==> src/rtl/aux_mod_counter_if.sv <==
// aux_mod_counter_if: control and status bundle for the modulus counter.
interface aux_mod_counter_if #(
    parameter int unsigned CntBit = 8,
    parameter int unsigned PreBit = 4
);
    logic              en_i;
    logic              ld_i;
    logic [CntBit-1:0] val_i;
    logic              up_i;
    logic [PreBit-1:0] div_i;
    logic              clr_ovf_i;
    logic [CntBit-1:0] cnt_o;
    logic              tc_o;
    logic              ovf_o;
    modport master (
        output en_i, ld_i, val_i, up_i, div_i, clr_ovf_i,
        input  cnt_o, tc_o, ovf_o
    );
    modport slave (
        input  en_i, ld_i, val_i, up_i, div_i, clr_ovf_i,
        output cnt_o, tc_o, ovf_o
    );
endinterface

==> src/rtl/aux_mod_counter.sv <==
// aux_mod_counter: loadable up/down modulus counter with prescaler, wrap/saturate,
// terminal-count pulse and sticky overflow.
module aux_mod_counter #(
    parameter int unsigned CntBit   = 8,
    parameter int unsigned PreBit   = 4,
    parameter int unsigned ModVal   = 2**CntBit-1,
    parameter bit          Saturate = 1'b0
) (
    input logic              clk,
    input logic              rst,
    aux_mod_counter_if.slave bus
);
    localparam logic [CntBit-1:0] Max = CntBit'(ModVal);
    logic [CntBit-1:0] cnt_q, cnt_d, nxt_cnt;
    logic [PreBit-1:0] pre_q, pre_d;
    logic              tc_q, tc_d, ovf_q, ovf_d;
    logic              step, at_top, at_bot, bnd;
    // at_top uses >= so a misconfigured out-of-range count still returns to range
    always_comb begin
        step    = bus.en_i && (pre_q >= bus.div_i);
        at_top  = cnt_q >= Max;
        at_bot  = cnt_q == '0;
        bnd     = !bus.ld_i && step && (bus.up_i ? at_top : at_bot);
        nxt_cnt = bus.up_i ? (at_top ? (Saturate ? Max : '0) : cnt_q + 1'b1)
                           : (at_bot ? (Saturate ? '0 : Max) : cnt_q - 1'b1);
        cnt_d   = bus.ld_i ? ((bus.val_i > Max) ? Max : bus.val_i) : step ? nxt_cnt : cnt_q;
        pre_d   = (bus.ld_i || step) ? '0 : bus.en_i ? pre_q + 1'b1 : pre_q;
        tc_d    = bnd;
        ovf_d   = bnd || (ovf_q && !bus.clr_ovf_i);
    end
    always_ff @(posedge clk) begin
        if (rst) begin
            cnt_q <= '0;
            pre_q <= '0;
            tc_q  <= 1'b0;
            ovf_q <= 1'b0;
        end else begin
            cnt_q <= cnt_d;
            pre_q <= pre_d;
            tc_q  <= tc_d;
            ovf_q <= ovf_d;
        end
    end
    assign bus.cnt_o = cnt_q;
    assign bus.tc_o  = tc_q;
    assign bus.ovf_o = ovf_q;
endmodule

==> src/flat_wrapper.sv <==
// flat-port wrapper written by rule: the top's interface ports become plain ports
module aux_mod_counter_flat 
#(
    parameter int unsigned CntBit   = 8,
    parameter int unsigned PreBit   = 4,
    parameter int unsigned ModVal   = 2**CntBit-1,
    parameter bit          Saturate = 1'b0
)
  (clk, rst, bus_en_i, bus_ld_i, bus_val_i, bus_up_i, bus_div_i, bus_clr_ovf_i, bus_cnt_o, bus_tc_o, bus_ovf_o);
  aux_mod_counter_if #(.CntBit(CntBit), .PreBit(PreBit)) bus_i ();
  input logic clk;
  input logic rst;
  input wire logic [$bits(bus_i.en_i)-1:0] bus_en_i;
  input wire logic [$bits(bus_i.ld_i)-1:0] bus_ld_i;
  input wire logic [$bits(bus_i.val_i)-1:0] bus_val_i;
  input wire logic [$bits(bus_i.up_i)-1:0] bus_up_i;
  input wire logic [$bits(bus_i.div_i)-1:0] bus_div_i;
  input wire logic [$bits(bus_i.clr_ovf_i)-1:0] bus_clr_ovf_i;
  output wire logic [$bits(bus_i.cnt_o)-1:0] bus_cnt_o;
  output wire logic [$bits(bus_i.tc_o)-1:0] bus_tc_o;
  output wire logic [$bits(bus_i.ovf_o)-1:0] bus_ovf_o;
  assign bus_i.en_i = bus_en_i;
  assign bus_i.ld_i = bus_ld_i;
  assign bus_i.val_i = bus_val_i;
  assign bus_i.up_i = bus_up_i;
  assign bus_i.div_i = bus_div_i;
  assign bus_i.clr_ovf_i = bus_clr_ovf_i;
  assign bus_cnt_o = bus_i.cnt_o;
  assign bus_tc_o = bus_i.tc_o;
  assign bus_ovf_o = bus_i.ovf_o;
  aux_mod_counter #(.CntBit(CntBit), .PreBit(PreBit), .ModVal(ModVal), .Saturate(Saturate)) u_core (.clk(clk), .rst(rst), .bus(bus_i));
endmodule
==> config.mk <==
export PLATFORM = sky130hd
export DESIGN_NAME = aux_mod_counter_flat
export DESIGN_NICKNAME = d
export VERILOG_FILES = /design/src/rtl/aux_mod_counter_if.sv /design/src/rtl/aux_mod_counter.sv /design/src/flat_wrapper.sv
export SDC_FILE = /design/constraint.sdc
export NUM_CORES = 1
export LEC_CHECK = 0
export CAP_MARGIN = 40
export CORE_ASPECT_RATIO = 2
export CORE_MARGIN = 2
export CORE_UTILIZATION = 33
export CTS_CLUSTER_DIAMETER = 120
export DETAILED_ROUTE_END_ITERATION = 10
export SYNTH_ARGS = -nofsm -noshare
export SYNTH_HDL_FRONTEND = slang
export SYNTH_SLANG_ARGS = --single-unit
==> constraint.sdc <==
create_clock -name clk -period 1.85 [get_ports clk]
set_input_delay 0.37 -clock clk [delete_from_list [all_inputs] [get_ports clk]]
set_output_delay 0.37 -clock clk [all_outputs]
set_load 0.05 [all_outputs]
# == After elaboration in Yosys (flattened, before gate mapping) ==
# Index checks and enable logic that the tools add are counted.
# totals
inputBits,18
out_inout_bits,10
wordCells,28
regBits,14
# classes
n_reduce_logical,11
add_sub_neg,3
muxes,7
magnitude_cmp,3
# ops
operator,count
2-to-1 mux 8 bit,6
"adder 8 x 1 -> 8 bit, second input constant",1
"greater-or-equal comparator 8 bit, second input constant",1
"> comparator 8 bit, second input constant",1
zero test 8 bit,1
"subtractor 8 x 1 -> 8 bit, second input constant",1
"adder 4 x 1 -> 4 bit, second input constant",1
greater-or-equal comparator 4 bit,1
logical AND 1 bit,4
zero test 1 bit,2
logical OR 1 bit,2
nonzero test 2 bit,1
OR reduction 2 bit,1
2-to-1 mux 1 bit,1

# == Longest topological paths before layout ==
# logic_depth
depth_word,5
mapped_depth,8
depth_no_buf,7

# == Worst setup path before layout ==
# Ideal clock, no wire load.
# synth_timing
kind,register to register
start,"register u_core.cnt_q[0], in the netlist u_core.bus.cnt_o[0]"
end,"register u_core.cnt_q[6], in the netlist u_core.bus.cnt_o[6]"
path_slack_ns,-0.316
period_less_slack_ns,2.166
required_ns,1.690
t_arrival_ns,2.006
n_path_buf,1
setup_ns,0.160
stages_incl_launch_ff,9
cell_sequence,dfxtp_1 -> clkbuf_1 -> inv_1 -> ha_1 -> or3b_4 -> nor3_2 -> or3_1 -> a21oi_1 -> a311oi_1
# synth_between
elab_chain_cells,5
elab_cells_between_ends,9
# synth_lines
item,line,rtl
from (decl),aux_mod_counter.sv:14,"logic [CntBit-1:0] cnt_q, cnt_d, nxt_cnt;"
from (signal assigned),aux_mod_counter.sv:38,cnt_q <= cnt_d;
subtractor 8 x 1 -> 8 bit (tied with other cells),aux_mod_counter.sv:25,: (at_bot ? (Saturate ? '0 : Max) : cnt_q - 1'b1);
2-to-1 mux 8 bit (on tied branches),"aux_mod_counter.sv:25, aux_mod_counter.sv:24",
2-to-1 mux 8 bit (*),aux_mod_counter.sv:24,nxt_cnt = bus.up_i ? (at_top ? (Saturate ? Max : '0) : cnt_q + 1'b1)
2-to-1 mux 8 bit (*) (2 in series),aux_mod_counter.sv:26,cnt_d = bus.ld_i ? ((bus.val_i > Max) ? Max : bus.val_i) : step ? nxt_cnt : cnt_q;
# Mark *: on every way between the ends. The rest lies on a longest branch, timed or not. The select of a mux whose other input is x is not followed.
# A chain may end at the register's enable or synchronous reset.

# == Final worst setup path ==
# layout_timing
start,input bus_div_i[0]
end,"register u_core.cnt_q[2], in the netlist u_core.bus.cnt_o[2]"
# layout_between
elab_chain_cells,3
# layout_lines
item,line,rtl
from (decl),flat_wrapper.sv:17,input wire logic [$bits(bus_i.div_i)-1:0] bus_div_i;
greater-or-equal comparator 4 bit,aux_mod_counter.sv:20,step = bus.en_i && (pre_q >= bus.div_i);
logical AND 1 bit,aux_mod_counter.sv:20,
nonzero test 2 bit (no source line),n/a,
# Every way passes these cells.

==> flow_summary.yaml <==
setup_path:
  path_class: "in2reg"
  worstSetupStartpoint: "bus_div_i[0]"
  critPathMaxStageDelay_ps: 480
  crit_chain: "dlygate4sd2_1 > ha_4 > nand2b_4 > a2111oi_4 > or2_4 > or4_4 > a31oi_1"
  cp_data_arrival_time_ps: 1980
  end_kind: "flip-flop"
  r2r-start: "u_core.pre_q[2]"
  reg2reg_slack_ps: 50
  path_max_fanout: 6
  cp-start-kind: "input port"
  timing.rr.end: "u_core.bus.cnt_o[6]"
  reg2regPathDepth: 8
  critPathRequiredTime_ps: 2020
  crit_slowest_cell: "or4_4"
sta:
  period_share: 0.976
  hold_viol: 0
  drv_slew: 0
  rsz0062_at_grt: "true"
  tightest_slew_ps: 368
  period_needed_ps: 1800
  totalNegativeSetupSlack_ps: 0
  maxSlewHeadroom: 0.748
  fin_skew_ps: 6.31
  fmaxAchievable_mhz: 554
  setup_viol: 0
worst_hold_path:
  hp-start: "u_core.bus.cnt_o[3]"
  hold_path.class: "reg2reg"
  whs_endpoint: "u_core.bus.cnt_o[3]"
  hold_depth: 2
clock_tree:
  tritoncts: "done"
  clock_latency_ps: 250
  clockBufferDepth: 2
  clkSinkCount: 14
  cts_root_buf: "clkbuf_8"
  cts_inserted_buffers: 3
  clk_pin_slew_worst_paths_ps: 70
  htreeDepth: 1
logic_synthesis:
  synth_edf_count: 0
  syn_area_per_cell_um2: 7.91
  syn_nets: 172
  ys_ff_latch: 14
  synth_ff_type: "dfxtp_1"
  async_flop_share: 0
  ys_types: 50
  seq_area_frac_synth: 0.243
  postSynthCellCount: 146
  syn_area_um2: 1150
  ys_warn_count: 0
layout:
  drive_above_1_share: 0.391
  fin_nets: 224
  design_area_um2: 1780
  antenna_cells: 0
  seqCellArea_um2: 297
  nFillCells: 324
  multi_input_comb_area_um2: 875
  final_common_cell: "buf_4"
  fin_cells: 229
  areaGrowthSynthToFinish_pct: 54.4
  final_cell_mix: "buf_4 (39), clkdlybuf4s50_1 (13), a21oi_1 (10)"
floorplanning:
  ios: 28
  core_area_um2: 3380
  die_area_um2: 4020
  initial_core_util: 0.342
  num_rows: 30
  die_width_um: 45.8
  die_h_um: 87.7
route:
  ant_nets: 0
  wl_per_cell_um: 16.9
  vias: 1332
  drt_iter0_markers: 30
  dr.pass1.iters: 4
  vias_per_cell: 5.82
  drcViolationCount: 0
  routed_wl_um: 3870
pwr:
  pwr-share-comb: 0.371
  peakVddDrop_mv: 0.465
  power_density_nw_per_um2: 580
  p_leak_nw: 0.705
  p_sw_frac: 0.337
  p_sw_mw: 0.349
  p_seq_frac: 0.327
  clock_power_share: 0.302
  p_int_mw: 0.685
global_routing:
  grt_usage: 0.212
  antenna_found_initial: 0
  grt_pass1_wl_um: 6280
  grt_pass1_vias: 1377
  grt_remaining_overflow: 0
  grt_max_degree: 14
placed_design:
  io_buffers: 27
  placed_area_um2: 1590
  dp_hpwl_um: 3010
  dpl.cell_count: 219
  gp_congestion: 0.897
status:
  outcome: "completed"
run:
  drv_cap: 0
-- kinds of logic after synthesis --
family / Yosys count / synth area share
XOR/XNOR: 6 / 0.0455
multiplexers: 2 / 0.0173
flip-flops: 14 / 0.243
adder cells (fa/ha/maj): 8 / 0.0867
AO/OA/AOI/OAI: 41 / 0.241
AND/OR/NAND/NOR: 55 / 0.271
buffers and inverters: 20 / 0.0964
-- stage by stage --
step           utilization  hold slack, ps  worst slack [ps]  power (mW)
6_report             0.528             560              45.3        1.03
5_1_grt              0.528             616             -20.8        1.08
4_1_cts              0.521             560              -149        1.02
3_5_place_dp         0.470             550              -580       0.699
3_3_place_gp         0.470             545              -490       0.692
2_1_floorplan            -             522             -33.5       0.566
-- registers in the layout, indices dropped and copies added, names as in the netlist --
signal	cells
u_core.bus.cnt_o	8
u_core.bus.ovf_o	1
u_core.bus.tc_o	1
u_core.pre_q	4
-- final cells by class --
cell class                 count  share of cell area
multi-input combinational    112               0.491
clock buffer                   4              0.0309
timing repair buffer          57               0.265
tap                           32              0.0225
sequential                    14               0.166
inverter                      10              0.0253
-- what timing repair did --
action / CTS / global route
buffers inserted: 6 / 1
gates resized for setup: 20 / 8
pin swaps: 9 / 4
setup endpoints to repair: 14 / 10
hold buffers: 0 / 0
-- synthesized netlist by cell type (all sizes together) (2+ instances only) --
cell | instances | area (µm²)
a2111oi | 2 | 23.8
a211oi | 2 | 15.0
a21oi | 10 | 50.1
a311oi | 2 | 17.5
a31oi | 2 | 12.5
and3 | 2 | 12.5
buf | 7 | 62.6
clkbuf | 3 | 11.3
dfxtp | 14 | 280
ha | 8 | 100
inv | 9 | 33.8
mux2i | 2 | 20.0
nand2 | 7 | 26.3
nand2b | 3 | 18.8
nand3 | 5 | 25.0
nand4 | 2 | 12.5
nor2 | 10 | 45.0
nor3 | 11 | 60.1
nor3b | 2 | 15.0
nor4 | 4 | 25.0
o21ai | 11 | 58.8
o31ai | 2 | 15.0
or3 | 2 | 12.5
or4 | 2 | 18.8
xor2 | 5 | 43.8
-- worst max path at each step --
stage	cells after the start	slack, ps	endpoint
detailed placement	9	-580	u_core.bus.cnt_o[2]
CTS	7	-150	u_core.bus.cnt_o[2]
floorplan	8	-30	u_core.bus.cnt_o[2]
finish	7	50	u_core.bus.cnt_o[2]
global route	10	-20	u_core.bus.cnt_o[6]
global placement	9	-490	u_core.bus.cnt_o[2]
-- per-layer routing --
metal	vias to the layer above	GRT usage	share of wire
li1	641	-	-
met1	638	0.201	0.33
met2	36	0.414	0.60
met3	17	0.0124	0.026
met4	0	0.117	0.044
met5	-	0	0
-- critical path, delay by kind of cell --
kind / cells / cell delay, ps
simple gates: 3 / 880
fa+ha+maj: 1 / 260
compound gates: 2 / 210
buf+inv: 1 / 260
-- power groups by stage --
stage / clock, mW / combinational (mW) / sequential, mW
after global placement: 0 / 0.346 / 0.345
after floorplan: 0 / 0.179 / 0.387
after CTS: 0.310 / 0.375 / 0.338
final: 0.312 / 0.383 / 0.338
after detailed placement: 0 / 0.352 / 0.346
after global routing: 0.322 / 0.413 / 0.341
Note: power is estimated with default switching activity, not from simulation.
==> patch (same flow settings) <==
`CntBit` is set to 8 in 3 places; all go to 7.
--- a/src/rtl/aux_mod_counter_if.sv
+++ b/src/rtl/aux_mod_counter_if.sv
@@ -2,3 +2,3 @@
 interface aux_mod_counter_if #(
-    parameter int unsigned CntBit = 8,
+    parameter int unsigned CntBit = 7,
     parameter int unsigned PreBit = 4
--- a/src/rtl/aux_mod_counter.sv
+++ b/src/rtl/aux_mod_counter.sv
@@ -3,3 +3,3 @@
 module aux_mod_counter #(
-    parameter int unsigned CntBit   = 8,
+    parameter int unsigned CntBit   = 7,
     parameter int unsigned PreBit   = 4,
--- a/src/flat_wrapper.sv
+++ b/src/flat_wrapper.sv
@@ -3,3 +3,3 @@
 #(
-    parameter int unsigned CntBit   = 8,
+    parameter int unsigned CntBit   = 7,
     parameter int unsigned PreBit   = 4,
Ports: changed (resized bus_cnt_o and bus_val_i); port bits go from 28 to 26. The function was not compared with the original's and may differ.
==> patch against the unedited design <==
  * Power shrank 15%
  * Setup slack better by 0.013 ns
  * Wire length is 15% lower
  * Sequential cell count decreased by 1
  * Die area decreased by 11%
  * Maximum frequency rose by 0.70%
  * Sequential power is 6.8% lower
  * Design area decreased by 9.0%
  * Area after synthesis is 12% lower
  * Largest power group is now sequential cells
==> patch: results (changes against the unedited design) <==
Synth
  • Post-synth top cells: inv_1, dfxtp_1, nor2_1
  • Synth cell types: 38 (-24%)
  • Sequential cell area fraction in the yosys report: 25.62% (+1.3 points)
  • Top cells by area, synth: dfxtp_1, ha_1, a21oi_1, inv_1, nor2_1
  • Syn_nets: 154 (-10%)
  • Post-Syn Instances: 129 (-12%)

Drt
  • DR WL met2: 1892 um (-18%)
  • Vias per Instance: 5.728 (-1.5%)
  • Metal1 wirelength: 1084 um (-15%)
  • Met3 wire length: 147 um (+46%)
  • Initial drt markers: 22 (-27%)
  • Final wirelength: 3289 um (-15%)

Placed design
  • Placed cells: 196 (-11%)
  • Post-DP HPWL: 2522 um (-16%)
  • Pre-CTS worst setup slack: -0.5310 ns (+0.04887 ns)
  • Placed cell area: 1401 um2 (-12%)
  • Routability cong.: 0.8557 (-4.6%)
  • PortBufs: 25 (-7.4%)

Timing
  • Max Clock Skew: 0.002764 ns (-0.003551 ns)
  • Slew HR: 71.72% (-3.1 points)

Pwr
  • Int Pwr: 585.1 uW (-15%)
  • Pleak: 0.6628 nW (-5.9%)
  • Clk pwr share: 29.4% (-0.8 points)
  • Seq pwr: 315 uW (-6.8%)
  • Max VDD drop: 0.4156 mV (-11%)
  • NetSw: 291.0 uW (-17%)

Finish
  • Largest register FFs: 7 (-1)
  • Share of cells above drive strength 1: 39.53% (+0.45 points)
  • Final cell count without fillers: 202 (-12%)

Status
  • Status: finished clean

GRT
  • Tot GR Track Use: 19.38% (-1.8 points)
  • Met2 usage: 39.70% (-1.7 points)
  • Vias in the first global route: 1197 (-13%)
  • M1 GR Usage: 16.29% (-3.8 points)
  • First-pass GRT wire length: 5092 um (-19%)
  • Maximum number of pins on one net before global-route repair: 10 (-4)
  • Met3 usage: 1.739% (+0.50 points)

Critical path
  • Crit path largest cell delay: 0.58 ns (+0.10 ns)
  • Crit-path max FO: 7 (+1)

Clock network
  • Largest buffer count on any clock path: 2 (unchanged)
[patch: cell count changes in the layout (fill, tap and decap cells not counted), moves of 3 or more]
cell,delta
buf_4,-11
inv_1,+7
nand3_1,-5
nor3_1,-5
o21ai_0,-6
xor2_1,-3
[patch: timing repair]
item / in CTS / in global routing
resized for setup: 24 / 12
endpoints found under the setup margin: 13 / 7
buffers inserted: 3 / 1
pin swaps: 16 / 8
[patch: area by class of cell]
cell class | instances | area [um2]
tap | 30 | 37.54
clock buffer | 4 | 45.04
sequential | 13 | 271.5
inverter | 15 | 56.30
timing repair buffer | 47 | 411.6
multi-input combinational | 93 | 800.8
fill | 292 | 1320
[patch: final timing paths]
| path | cells after the start | to | slack [ns] | start |
|---|---|---|---|---|
| worst max-delay path | 6 | u_core.bus.cnt_o[3] | 0.06 | u_core.bus.cnt_o[2] |
| worst min-delay path | 2 | u_core.bus.ovf_o | 0.48 | u_core.bus.ovf_o |
| worst max register to register | 6 | u_core.bus.cnt_o[3] | 0.06 | u_core.bus.cnt_o[2] |
| worst min register to register | 2 | u_core.bus.ovf_o | 0.48 | u_core.bus.ovf_o |
[patch: cells by family after synthesis]
family / Yosys count / share of synthesized area [%]
AOI/OAI and AO/OA: 39 / 28.94
xor gates and xnor gates: 3 / 2.587
adders and majority gates: 8 / 9.853
buffers and inverters: 23 / 9.605
DFF: 13 / 25.62
muxes: 2 / 1.971
and+or+nand+nor: 41 / 21.43
[patch: tightest hold or removal path, delay by kind of cell (launching register included)]
family / cells / cell delay (ns)
buf+inv: 1 / 0.05
flops: 1 / 0.31
compound gates: 1 / 0.07
